File: src/rtl/pipeline_pkg.sv
// Shared pipeline types: forwarding select encodings, register-index helpers and the ID/EX control bundle.
package pipeline_pkg;

    localparam int REG_IDX_W = 5;
    localparam logic [REG_IDX_W-1:0] REG_X0 = '0;

    typedef enum logic [1:0] {
        FWD_RF    = 2'b00,
        FWD_EXMEM = 2'b01,
        FWD_MEMWB = 2'b10
    } fwd_sel_e;

    typedef struct packed {
        logic                 valid;
        logic                 reg_write;
        logic                 mem_read;
        logic                 mem_write;
        logic [REG_IDX_W-1:0] rd;
    } id_ex_ctrl_t;

    // x0 is hardwired to zero, so a write to it never produces a dependency
    function automatic logic reg_hit(input logic [REG_IDX_W-1:0] x,
                                     input logic [REG_IDX_W-1:0] rd,
                                     input logic                 we);
        return we && (rd != REG_X0) && (x == rd);
    endfunction

endpackage

File: src/rtl/fwd_sel_gen.sv
// Forwarding select for one EX operand, computed from the ID-stage source register.
module fwd_sel_gen
    import pipeline_pkg::*;
(
    input  logic [REG_IDX_W-1:0] rs,
    input  logic                 use_rs,
    input  logic [REG_IDX_W-1:0] ex_rd,
    input  logic                 ex_we,
    input  logic [REG_IDX_W-1:0] mem_rd,
    input  logic                 mem_we,
    output logic [1:0]           sel
);

    // The EX occupant is the younger producer, so it shadows the MEM occupant
    always_comb begin
        sel = FWD_RF;
        if (use_rs) begin
            if (reg_hit(rs, ex_rd, ex_we))
                sel = FWD_EXMEM;
            else if (reg_hit(rs, mem_rd, mem_we))
                sel = FWD_MEMWB;
        end
    end

endmodule

File: src/rtl/id_ex_reg.sv
// ID/EX pipeline register with load-use stall and early forwarding-select generation.
// Optional ID_EX_PERF_CNT_EN adds saturating stall/flush event counters.
module id_ex_reg
    import pipeline_pkg::*;
#(
    parameter int XLEN   = 32,
    parameter int CTRL_W = 8
) (
    input  logic                 clk,
    input  logic                 rst_n,
    input  logic                 flush_i,
    input  logic                 id_valid_i,
    input  logic [XLEN-1:0]      id_pc_i,
    input  logic [XLEN-1:0]      id_rs1_data_i,
    input  logic [XLEN-1:0]      id_rs2_data_i,
    input  logic [XLEN-1:0]      id_imm_i,
    input  logic [REG_IDX_W-1:0] id_rs1_i,
    input  logic [REG_IDX_W-1:0] id_rs2_i,
    input  logic [REG_IDX_W-1:0] id_rd_i,
    input  logic                 id_use_rs1_i,
    input  logic                 id_use_rs2_i,
    input  logic                 id_reg_write_i,
    input  logic                 id_mem_read_i,
    input  logic                 id_mem_write_i,
    input  logic [CTRL_W-1:0]    id_ctrl_i,
    input  logic [REG_IDX_W-1:0] mem_rd_i,
    input  logic                 mem_reg_write_i,
    output logic                 id_stall_o,
    output logic                 ex_valid_o,
    output logic [XLEN-1:0]      ex_pc_o,
    output logic [XLEN-1:0]      ex_rs1_data_o,
    output logic [XLEN-1:0]      ex_rs2_data_o,
    output logic [XLEN-1:0]      ex_imm_o,
    output logic [REG_IDX_W-1:0] ex_rd_o,
    output logic                 ex_reg_write_o,
    output logic                 ex_mem_read_o,
    output logic                 ex_mem_write_o,
    output logic [CTRL_W-1:0]    ex_ctrl_o,
    output logic [1:0]           ex_fwd_a_sel_o,
    output logic [1:0]           ex_fwd_b_sel_o
`ifdef ID_EX_PERF_CNT_EN
    ,
    output logic [31:0]          perf_stall_cnt_o,
    output logic [31:0]          perf_flush_cnt_o
`endif
);

    id_ex_ctrl_t       ex_cb_p1;
    logic [XLEN-1:0]   ex_pc_p1;
    logic [XLEN-1:0]   ex_rs1_data_p1;
    logic [XLEN-1:0]   ex_rs2_data_p1;
    logic [XLEN-1:0]   ex_imm_p1;
    logic [CTRL_W-1:0] ex_ctrl_p1;
    logic [1:0]        ex_fwd_a_p1;
    logic [1:0]        ex_fwd_b_p1;

    logic        lu;
    logic        load_bubble;
    logic        ex_fwd_we;
    logic [1:0]  fwd_a_nxt;
    logic [1:0]  fwd_b_nxt;
    id_ex_ctrl_t id_cb;

    // A load in EX cannot forward until MEM, so a dependent instruction in ID must wait
    always_comb begin
        lu = id_valid_i && ex_cb_p1.valid && ex_cb_p1.mem_read &&
             ((id_use_rs1_i && reg_hit(id_rs1_i, ex_cb_p1.rd, 1'b1)) ||
              (id_use_rs2_i && reg_hit(id_rs2_i, ex_cb_p1.rd, 1'b1)));
    end

    assign id_stall_o  = rst_n && lu && !flush_i;
    assign load_bubble = flush_i || lu || !id_valid_i;
    assign ex_fwd_we   = ex_cb_p1.reg_write && ex_cb_p1.valid;

    assign id_cb = '{valid:     1'b1,
                     reg_write: id_reg_write_i,
                     mem_read:  id_mem_read_i,
                     mem_write: id_mem_write_i,
                     rd:        id_rd_i};

    fwd_sel_gen u_fwd_a (
        .rs     (id_rs1_i),
        .use_rs (id_use_rs1_i),
        .ex_rd  (ex_cb_p1.rd),
        .ex_we  (ex_fwd_we),
        .mem_rd (mem_rd_i),
        .mem_we (mem_reg_write_i),
        .sel    (fwd_a_nxt)
    );

    fwd_sel_gen u_fwd_b (
        .rs     (id_rs2_i),
        .use_rs (id_use_rs2_i),
        .ex_rd  (ex_cb_p1.rd),
        .ex_we  (ex_fwd_we),
        .mem_rd (mem_rd_i),
        .mem_we (mem_reg_write_i),
        .sel    (fwd_b_nxt)
    );

    // ID -> EX boundary
    always_ff @(posedge clk or negedge rst_n) begin
        if (!rst_n) begin
            ex_cb_p1       <= '0;
            ex_pc_p1       <= '0;
            ex_rs1_data_p1 <= '0;
            ex_rs2_data_p1 <= '0;
            ex_imm_p1      <= '0;
            ex_ctrl_p1     <= '0;
            ex_fwd_a_p1    <= FWD_RF;
            ex_fwd_b_p1    <= FWD_RF;
        end else if (load_bubble) begin
            ex_cb_p1       <= '0;
            ex_pc_p1       <= '0;
            ex_rs1_data_p1 <= '0;
            ex_rs2_data_p1 <= '0;
            ex_imm_p1      <= '0;
            ex_ctrl_p1     <= '0;
            ex_fwd_a_p1    <= FWD_RF;
            ex_fwd_b_p1    <= FWD_RF;
        end else begin
            ex_cb_p1       <= id_cb;
            ex_pc_p1       <= id_pc_i;
            ex_rs1_data_p1 <= id_rs1_data_i;
            ex_rs2_data_p1 <= id_rs2_data_i;
            ex_imm_p1      <= id_imm_i;
            ex_ctrl_p1     <= id_ctrl_i;
            ex_fwd_a_p1    <= fwd_a_nxt;
            ex_fwd_b_p1    <= fwd_b_nxt;
        end
    end

    assign ex_valid_o     = ex_cb_p1.valid;
    assign ex_rd_o        = ex_cb_p1.rd;
    assign ex_reg_write_o = ex_cb_p1.reg_write;
    assign ex_mem_read_o  = ex_cb_p1.mem_read;
    assign ex_mem_write_o = ex_cb_p1.mem_write;
    assign ex_pc_o        = ex_pc_p1;
    assign ex_rs1_data_o  = ex_rs1_data_p1;
    assign ex_rs2_data_o  = ex_rs2_data_p1;
    assign ex_imm_o       = ex_imm_p1;
    assign ex_ctrl_o      = ex_ctrl_p1;
    assign ex_fwd_a_sel_o = ex_fwd_a_p1;
    assign ex_fwd_b_sel_o = ex_fwd_b_p1;

`ifdef ID_EX_PERF_CNT_EN
    function automatic logic [31:0] sat_inc(input logic [31:0] cnt, input logic en);
        return (en && cnt != 32'hFFFF_FFFF) ? cnt + 32'd1 : cnt;
    endfunction

    always_ff @(posedge clk or negedge rst_n) begin
        if (!rst_n) begin
            perf_stall_cnt_o <= '0;
            perf_flush_cnt_o <= '0;
        end else begin
            perf_stall_cnt_o <= sat_inc(perf_stall_cnt_o, id_stall_o);
            perf_flush_cnt_o <= sat_inc(perf_flush_cnt_o, flush_i);
        end
    end
`endif

endmodule
File: config.mk
export PLATFORM = sky130hd
export DESIGN_NAME = id_ex_reg
export DESIGN_NICKNAME = d
export VERILOG_FILES = /design/src/rtl/pipeline_pkg.sv /design/src/rtl/fwd_sel_gen.sv /design/src/rtl/id_ex_reg.sv
export SDC_FILE = /design/constraint.sdc
export NUM_CORES = 1
export LEC_CHECK = 0
export ABC_CLOCK_PERIOD_IN_PS = 5500
export BUFFER_PORTS_ARGS = -buffer_cell sky130_fd_sc_hd__buf_2
export CAP_MARGIN = 20
export CELL_PAD_IN_SITES_DETAIL_PLACEMENT = 1
export CELL_PAD_IN_SITES_GLOBAL_PLACEMENT = 1
export CORE_ASPECT_RATIO = 0.5
export CORE_MARGIN = 2
export CORE_UTILIZATION = 36
export CTS_BUF_LIST = sky130_fd_sc_hd__clkbuf_4 sky130_fd_sc_hd__clkbuf_8
export DETAILED_ROUTE_END_ITERATION = 10
export HOLD_SLACK_MARGIN = 0.12
export PLACE_DENSITY_LB_ADDON = 0.1
export SYNTH_ARGS = -nofsm -noshare
export SYNTH_HDL_FRONTEND = slang
export SYNTH_SLANG_ARGS = --single-unit
File: constraint.sdc
create_clock -name clk -period 5.5 [get_ports clk]
set_clock_uncertainty 0.1 [all_clocks]
set_input_delay 0.55 -clock clk [delete_from_list [all_inputs] [get_ports clk]]
set_output_delay 0.55 -clock clk [all_outputs]
set_load 0.05 [all_outputs]
==> results of run 1 <==
[per-stage QoR]
stage	util, %	hold WS, ps
final	53.24	213.9
after global routing	53.24	187.9
after CTS	53.22	184.3
after detailed placement	50.06	399.3
after global placement	50.06	396.5
after floorplan	-	154.4
[sequential cells by signal (all words and copies together) (netlist names)]
register / cells
ex_pc_o: 32
ex_reg_write_o: 1
ex_valid_o: 1
ex_imm_o: 32
ex_rd_o: 5
ex_fwd_b_sel_o: 2
ex_ctrl_o: 8
ex_mem_write_o: 1
ex_rs1_data_o: 32
ex_mem_read_o: 1
ex_rs2_data_o: 32
ex_fwd_a_sel_o: 2
[logic make-up after synthesis]
kind of cell / synth area share [%]
simple gates: 20.58
xor+xnor: 3.441
compound gates: 0.7130
flops: 73.25
buf+inv: 2.016
[cell usage after synthesis (all sizes together)]
| cell type | instances | area [um^2] |
|---|---|---|
| nor2b | 1 | 6.260 |
| nor4 | 6 | 37.54 |
| nor2 | 2 | 10.01 |
| buf | 7 | 72.56 |
| or4 | 2 | 15.01 |
| clkbuf | 8 | 30.03 |
| dfrtp | 149 | 3729 |
| o211ai | 1 | 7.510 |
| nand2 | 4 | 15.01 |
| xor2 | 16 | 140.1 |
| nor3 | 2 | 10.01 |
| and4 | 2 | 17.52 |
| nand3 | 3 | 15.01 |
| nor3b | 1 | 7.510 |
| a21boi | 1 | 18.77 |
| xnor2 | 4 | 35.03 |
| a32o | 1 | 10.01 |
| and2 | 146 | 913.4 |
[final cells by class]
type,count,area [um^2],area share (%)
diodes,1,2.502,0.03440
clock buffers,19,249.0,3.423
clock inverters,13,172.7,2.374
well taps,192,240.2,3.302
multi-input cells,192,1259,17.30
repair buffers,320,1623,22.31
flip-flops and latches,149,3729,51.26
[per-layer routing]
layer | global-route usage (%) | up-vias | wire [um]
li1 | - | 1752 | -
met1 | 18.93 | 1807 | 4991
met2 | 34.61 | 161 | 7549
met3 | 7.817 | 20 | 1341
met4 | 7.487 | 0 | 231
met5 | 0 | - | 0
[critical path: cells and delay by family, from the launching register on]
family	cells	cell delay [ps]
AOI/OAI and AO/OA	1	280
buffers and inverters	1	290
and+or+nand+nor	3	700
xor gates and xnor gates	1	190
DFF	1	440
[final timing paths]
| path | depth (start not counted) | to | slack (ps) | start |
|---|---|---|---|---|
| worst max-delay path | 6 | id_stall_o | 2510 | ex_rd_o[3] |
| worst min-delay path | 2 | ex_imm_o[20] | 210 | id_imm_i[20] |
| worst max register to register | 6 | ex_ctrl_o[2] | 3010 | ex_rd_o[0] |
| worst min register to register | 3 | ex_fwd_a_sel_o[1] | 650 | ex_reg_write_o |
| max in group asynchronous | 3 | ex_rs2_data_o[22] | 3560 | rst_n |
| min in group asynchronous | 2 | ex_rs2_data_o[1] | 510 | rst_n |
[cell usage in the layout, fill, tap and decap left out]
cell type,n
clkbuf_8,17
nor2b_1,1
clkinvlp_4,3
and4_1,2
clkbuf_4,2
diode_2,1
or4_1,2
buf_2,314
inv_6,4
bufinv_16,3
nand2_1,4
nor4_1,6
nor2_1,1
inv_8,1
buf_4,4
buf_6,1
nand3_1,3
clkinv_4,1
dlygate4sd3_1,1
dfrtp_1,149
nor3_1,2
a21boi_4,1
nor2_2,1
a32o_1,1
xor2_1,16
clkinv_2,1
nor3b_1,1
and2_1,146
xnor2_1,4
o211ai_1,1
[power by group through the flow]
stage / clock network (uW) / logic (uW) / registers (uW)
after detailed placement: 0 / 342 / 1170
after CTS: 934 / 344 / 1150
after global placement: 0 / 338 / 1170
after floorplan: 0 / 54.7 / 1320
after global routing: 981 / 360 / 1150
final: 905 / 337 / 1150
[repair_timing]
| item | 4_1_cts | 5_1_grt |
|---|---|---|
| hold endpoints to repair | 39 | 0 |
| hold buffers | 1 | 0 |
| buffers inserted | 0 | 0 |
==> out/results.md, run 1 <==
### Clock tree
- clock transition at the registers of the reported paths: 90 ps
- insertion delay of the later-clocked pin in the worst-skew pair: 430 ps
- number of gates resized after cts: 0
- Inserted Clock Buffers: 17
- maximum number of buffers from clock root to sink: 2
- total clock sinks: 149
- number of levels in the clock H-tree: 4
- CTS tree: done
- clock tree root driver cell: clkbuf_8

### Global route
- number of antenna violations at the first check in global routing: 3
- global-route total usage across every layer: 18.66%
- vias in the first global route: 4018
- overall overflow remaining after global route: 0
- largest net degree at the start of global routing: 71
- first-pass GRT wire length: 20850 um

### Routing
- via count: 3740
- via count normalized by instance count: 4.221
- router iterations before antenna repair: 6
- wirelength, routed: 14110 um
- Final ANT Viol Nets: 0
- remaining design rule violation count: 0
- initial detailed-routing violation count: 109
- average detailed-routed wire length per instance: 15.93 um

### Timing
- f_max: 334.4 MHz
- number of endpoints with negative hold slack in the final report: 0
- Final Critical Period: 2990 ps
- setup repair after global routing missed its margin: no
- Final period util: 54.37%
- final count of negative-setup-slack endpoints: 0
- Worst Max-Slew Pin Slew: 866.0 ps
- Worst slew margin: 42.27%
- accumulated negative setup slack: 0 ps
- fin. max-slew vios: 0
- smallest setup slack after layout: 2510 ps

### Placed design
- sum of net half-perimeters after detailed placement: 10750 um
- cell area after placement: 6840 um^2
- weighted congestion reported at the end of routability-driven placement: 0.7761
- Cell Count Post-Placement: 852
- IO buf count: 315
- setup slack at placement: 2764 ps

### Worst setup path
- nature of the critical path endpoint: output port
- Critical-path top delay cell: dfrtp_1
- list of cells traversed by the critical path: xor2_1 -> nor4_1 -> a32o_1 -> nand2_1 -> nor3b_1 -> buf_2
- top fanout value on the critical path: 4
- startpoint types: flip-flop
- class of the most critical setup path: flip-flop to output port
- Worst Path Required: 4850 ps
- delay of the slowest critical-path stage: 440 ps
- endpoint arrival time on the critical path: 2340 ps

### Finish
- ratio of cells with drive above 1 in the final layout: 50.94%
- area added between synthesis and finish: 42.92%
- layout net count: 846
- final cell count without fillers: 886
- final design area excluding fillers: 7274 um^2
- filler instances: 1545

### Pwr
- Leakage Power: 0.004204 uW
- register share of total power: 48.0%
- total chip power: 2387 uW
- proportion of power drawn by combinational gates: 14.1%
- Pwr Density: 328.2 nW/um^2
- maximum resistive drop on vdd: 0.0001430 V
- Sw Pwr: 685.2 uW
- cell internal pwr: 1702 uW
- clock network fraction of design power: 37.9%
- switching power as a share of total power: 28.70%

### Die
- initial core utilization: 37.25%
- height of the die: 88.08 um
- full die area: 15160 um^2
- Core ar.: 13660 um^2
- count of boundary I/O pins: 316
- overall die width: 172.2 um
- std cell rows: 30

### Logic synthesis
- Yosys warning count: 0
- Syn Std Cell Area: 5090 um^2
- post-synthesis instance total: 356
- Net Count, Synth: 522
- post-synthesis area per instance: 14.30 um^2
- Yosys cell types: 20
- flop and latch count out of synthesis: 149
- sequential share of the synthesized area: 73.25%

### Run
- Maximum Capacitance Violations: 0

### Hold path
- class of the most critical hold timing path: input port to flip-flop

### Run status
- status: finished, final reports clean

No activity file was read; power rests on OpenSTA's default activity.
==> run 2: changes to the inputs <==
Settings changed: ABC_CLOCK_PERIOD_IN_PS 5500 to 2800, CORE_UTILIZATION 36 to 33.
Clock period 5.5 ns to 2.8 ns, I/O delays scaled along.
==> out/results.md, run 2 (synthesized netlist as in run 1, its figures left out) <==
### Routing
- average detailed-routed wire length per instance: 16.37 um, +2.8%
- via count: 4401, +18%
- via count normalized by instance count: 4.211, -0.23%
- initial detailed-routing violation count: 157, +44%
- Final ANT Viol Nets: 0, unchanged
- wirelength, routed: 17100 um, +21%
- router iterations before antenna repair: 4, -2
- remaining design rule violation count: 0, unchanged

### Worst setup path
- list of cells traversed by the critical path: xor2_1 -> nor4_2 -> a32o_2 -> nand2_1 -> nor3b_2 -> clkbuf_4
- startpoint types: flip-flop
- top fanout value on the critical path: 4, unchanged
- class of the most critical setup path: flip-flop to output port
- Worst Path Required: 2420 ps, -2430 ps
- crit path buf inv count: 1, unchanged
- endpoint arrival time on the critical path: 2270 ps, -70 ps
- dominant delay contributor by cell family on the critical path: simple AND/OR/NAND/NOR gates
- delay of the slowest critical-path stage: 420 ps, -20 ps
- Critical-path top delay cell: dfrtp_1
- nature of the critical path endpoint: output port

### Global route
- first-pass GRT wire length: 27480 um, +32%
- number of antenna violations at the first check in global routing: 0, -3
- vias in the first global route: 5019, +25%
- global-route total usage across every layer: 21.73%, +3.1 points
- overall overflow remaining after global route: 0, unchanged
- largest net degree at the start of global routing: 150, +110%

### Finish
- ratio of cells with drive above 1 in the final layout: 42.21%, -8.7 points
- Diodes inserted: 0, -1
- area added between synthesis and finish: 73.13%
- layout net count: 995, +18%
- final cell count without fillers: 1045, +18%
- filler instances: 1688, +9.3%
- commonest cells after routing, fill and taps aside: 313 x buf_2, 151 x dlygate4sd3_1, 149 x dfrtp_1
- most common cell after layout, fill and taps aside: buf_2

### Timing
- Final Critical Period: 2649 ps
- smallest setup slack after layout: 151.2 ps, -2359 ps
- number of endpoints with negative hold slack in the final report: 0, unchanged
- fin. max-slew vios: 0, unchanged
- accumulated negative setup slack: 0 ps, unchanged
- Worst slew margin: 45.40%, +3.1 points
- setup repair after global routing missed its margin: no
- Worst Max-Slew Pin Slew: 819.0 ps, -47.00 ps
- f_max: 377.5 MHz
- final count of negative-setup-slack endpoints: 0, unchanged
- Final period util: 94.60%

### Pwr
- Leakage Power: 0.004823 uW, +15%
- maximum resistive drop on vdd: 0.0002915 V, +100%
- cell internal pwr: 3386 uW, +99%
- clock network fraction of design power: 34.9%, -3.0 points
- register share of total power: 47.2%, -0.8 points
- Sw Pwr: 1385 uW, +100%
- proportion of power drawn by combinational gates: 17.8%, +3.7 points
- switching power as a share of total power: 29.02%, +0.32 points
- Pwr Density: 541.4 nW/um^2, +65%

### Die
- overall die width: 179.6 um, +4.3%
- Core ar.: 15250 um^2, +12%
- height of the die: 91.82 um, +4.2%
- initial core utilization: 33.37%, -3.9 points
- full die area: 16490 um^2, +8.8%
- count of boundary I/O pins: 316, unchanged
- std cell rows: 32, +6.7%

### Placed design
- IO buf count: 315, unchanged
- weighted congestion reported at the end of routability-driven placement: 0.7943, +2.3%
- Cell Count Post-Placement: 863, +1.3%
- sum of net half-perimeters after detailed placement: 10470 um, -2.7%
- setup slack at placement: 510.2 ps, -2254 ps

### Clock tree
- insertion delay of the later-clocked pin in the worst-skew pair: 430 ps, about the same
- clock tree root driver cell: clkbuf_8
- number of levels in the clock H-tree: 4, unchanged
- maximum number of buffers from clock root to sink: 2, unchanged
- CTS tree: done
- total clock sinks: 149, unchanged
- post-CTS setup buffer count: 0, unchanged
- clock transition at the registers of the reported paths: 80 ps, about the same
- Inserted Clock Buffers: 17, unchanged

### Run
- Maximum Capacitance Violations: 0, unchanged

### Run status
- status: finished, final reports clean

### Hold path
- class of the most critical hold timing path: input port to flip-flop

==> run 2: final timing paths <==
path,from,endpoint,slack [ps],cells past startpoint
hold reg to reg,ex_reg_write_o,ex_fwd_a_sel_o[0],680,3
setup / recovery,ex_rd_o[3],id_stall_o,150,6
min in group asynchronous,rst_n,ex_rd_o[0],420,3
hold / removal,flush_i,ex_fwd_b_sel_o[0],170,3
max in group asynchronous,rst_n,ex_rs2_data_o[8],1550,3
setup reg to reg,ex_rd_o[0],ex_fwd_b_sel_o[1],280,6
==> run 2: final cells by class <==
cell class	instances	area, um^2	area share (%)
repair buffers	469	3157	35.82
clock buffers	18	247.7	2.811
well taps	204	255.2	2.896
flip-flops and latches	149	3729	42.31
clock inverters	13	146.4	1.661
multi-input cells	192	1277	14.50
==> run 2: power by group through the flow <==
stage / registers, uW / clock network, uW / logic [uW]
global route: 2260 / 1820 / 906
CTS: 2250 / 1730 / 845
detailed placement: 2290 / 0 / 679
finish: 2250 / 1670 / 849
global placement: 2290 / 0 / 671
floorplan: 2590 / 0 / 107
==> run 2: timing repair <==
action                                  CTS  global route
endpoints found under the hold margin   297             0
hold buffers                            151             0
resized for setup                         0             4
endpoints found under the setup margin    0             1
==> run 2: layer usage <==
metal  up-vias  share of wire [%]  track usage (%)
met5         -                  0                0
met4         0                1.9            7.520
met3        26                5.9            5.917
met2       156                 56            41.28
met1      2171                 37            23.45
li1       2048                  -                -
==> run 2: worst min-delay path, cell delays in order <==
cell and delay [ps]:
buf_2 100, nor2b_1 90, and4_1 200
==> run 2: per-stage QoR <==
| step | total power, uW | hold slack, ps | cell area [um^2] | util, % |
|---|---|---|---|---|
| floorplan | 2696 | -115.6 | 5095 | - |
| finish | 4771 | 168.6 | 8812 | 57.77 |
| global placement | 2962 | 385.3 | 6890 | 45.17 |
| detailed placement | 2974 | 390.5 | 6890 | 45.17 |
| global route | 4987 | 155.2 | 8812 | 57.77 |
| CTS | 4827 | 124.4 | 8796 | 57.66 |
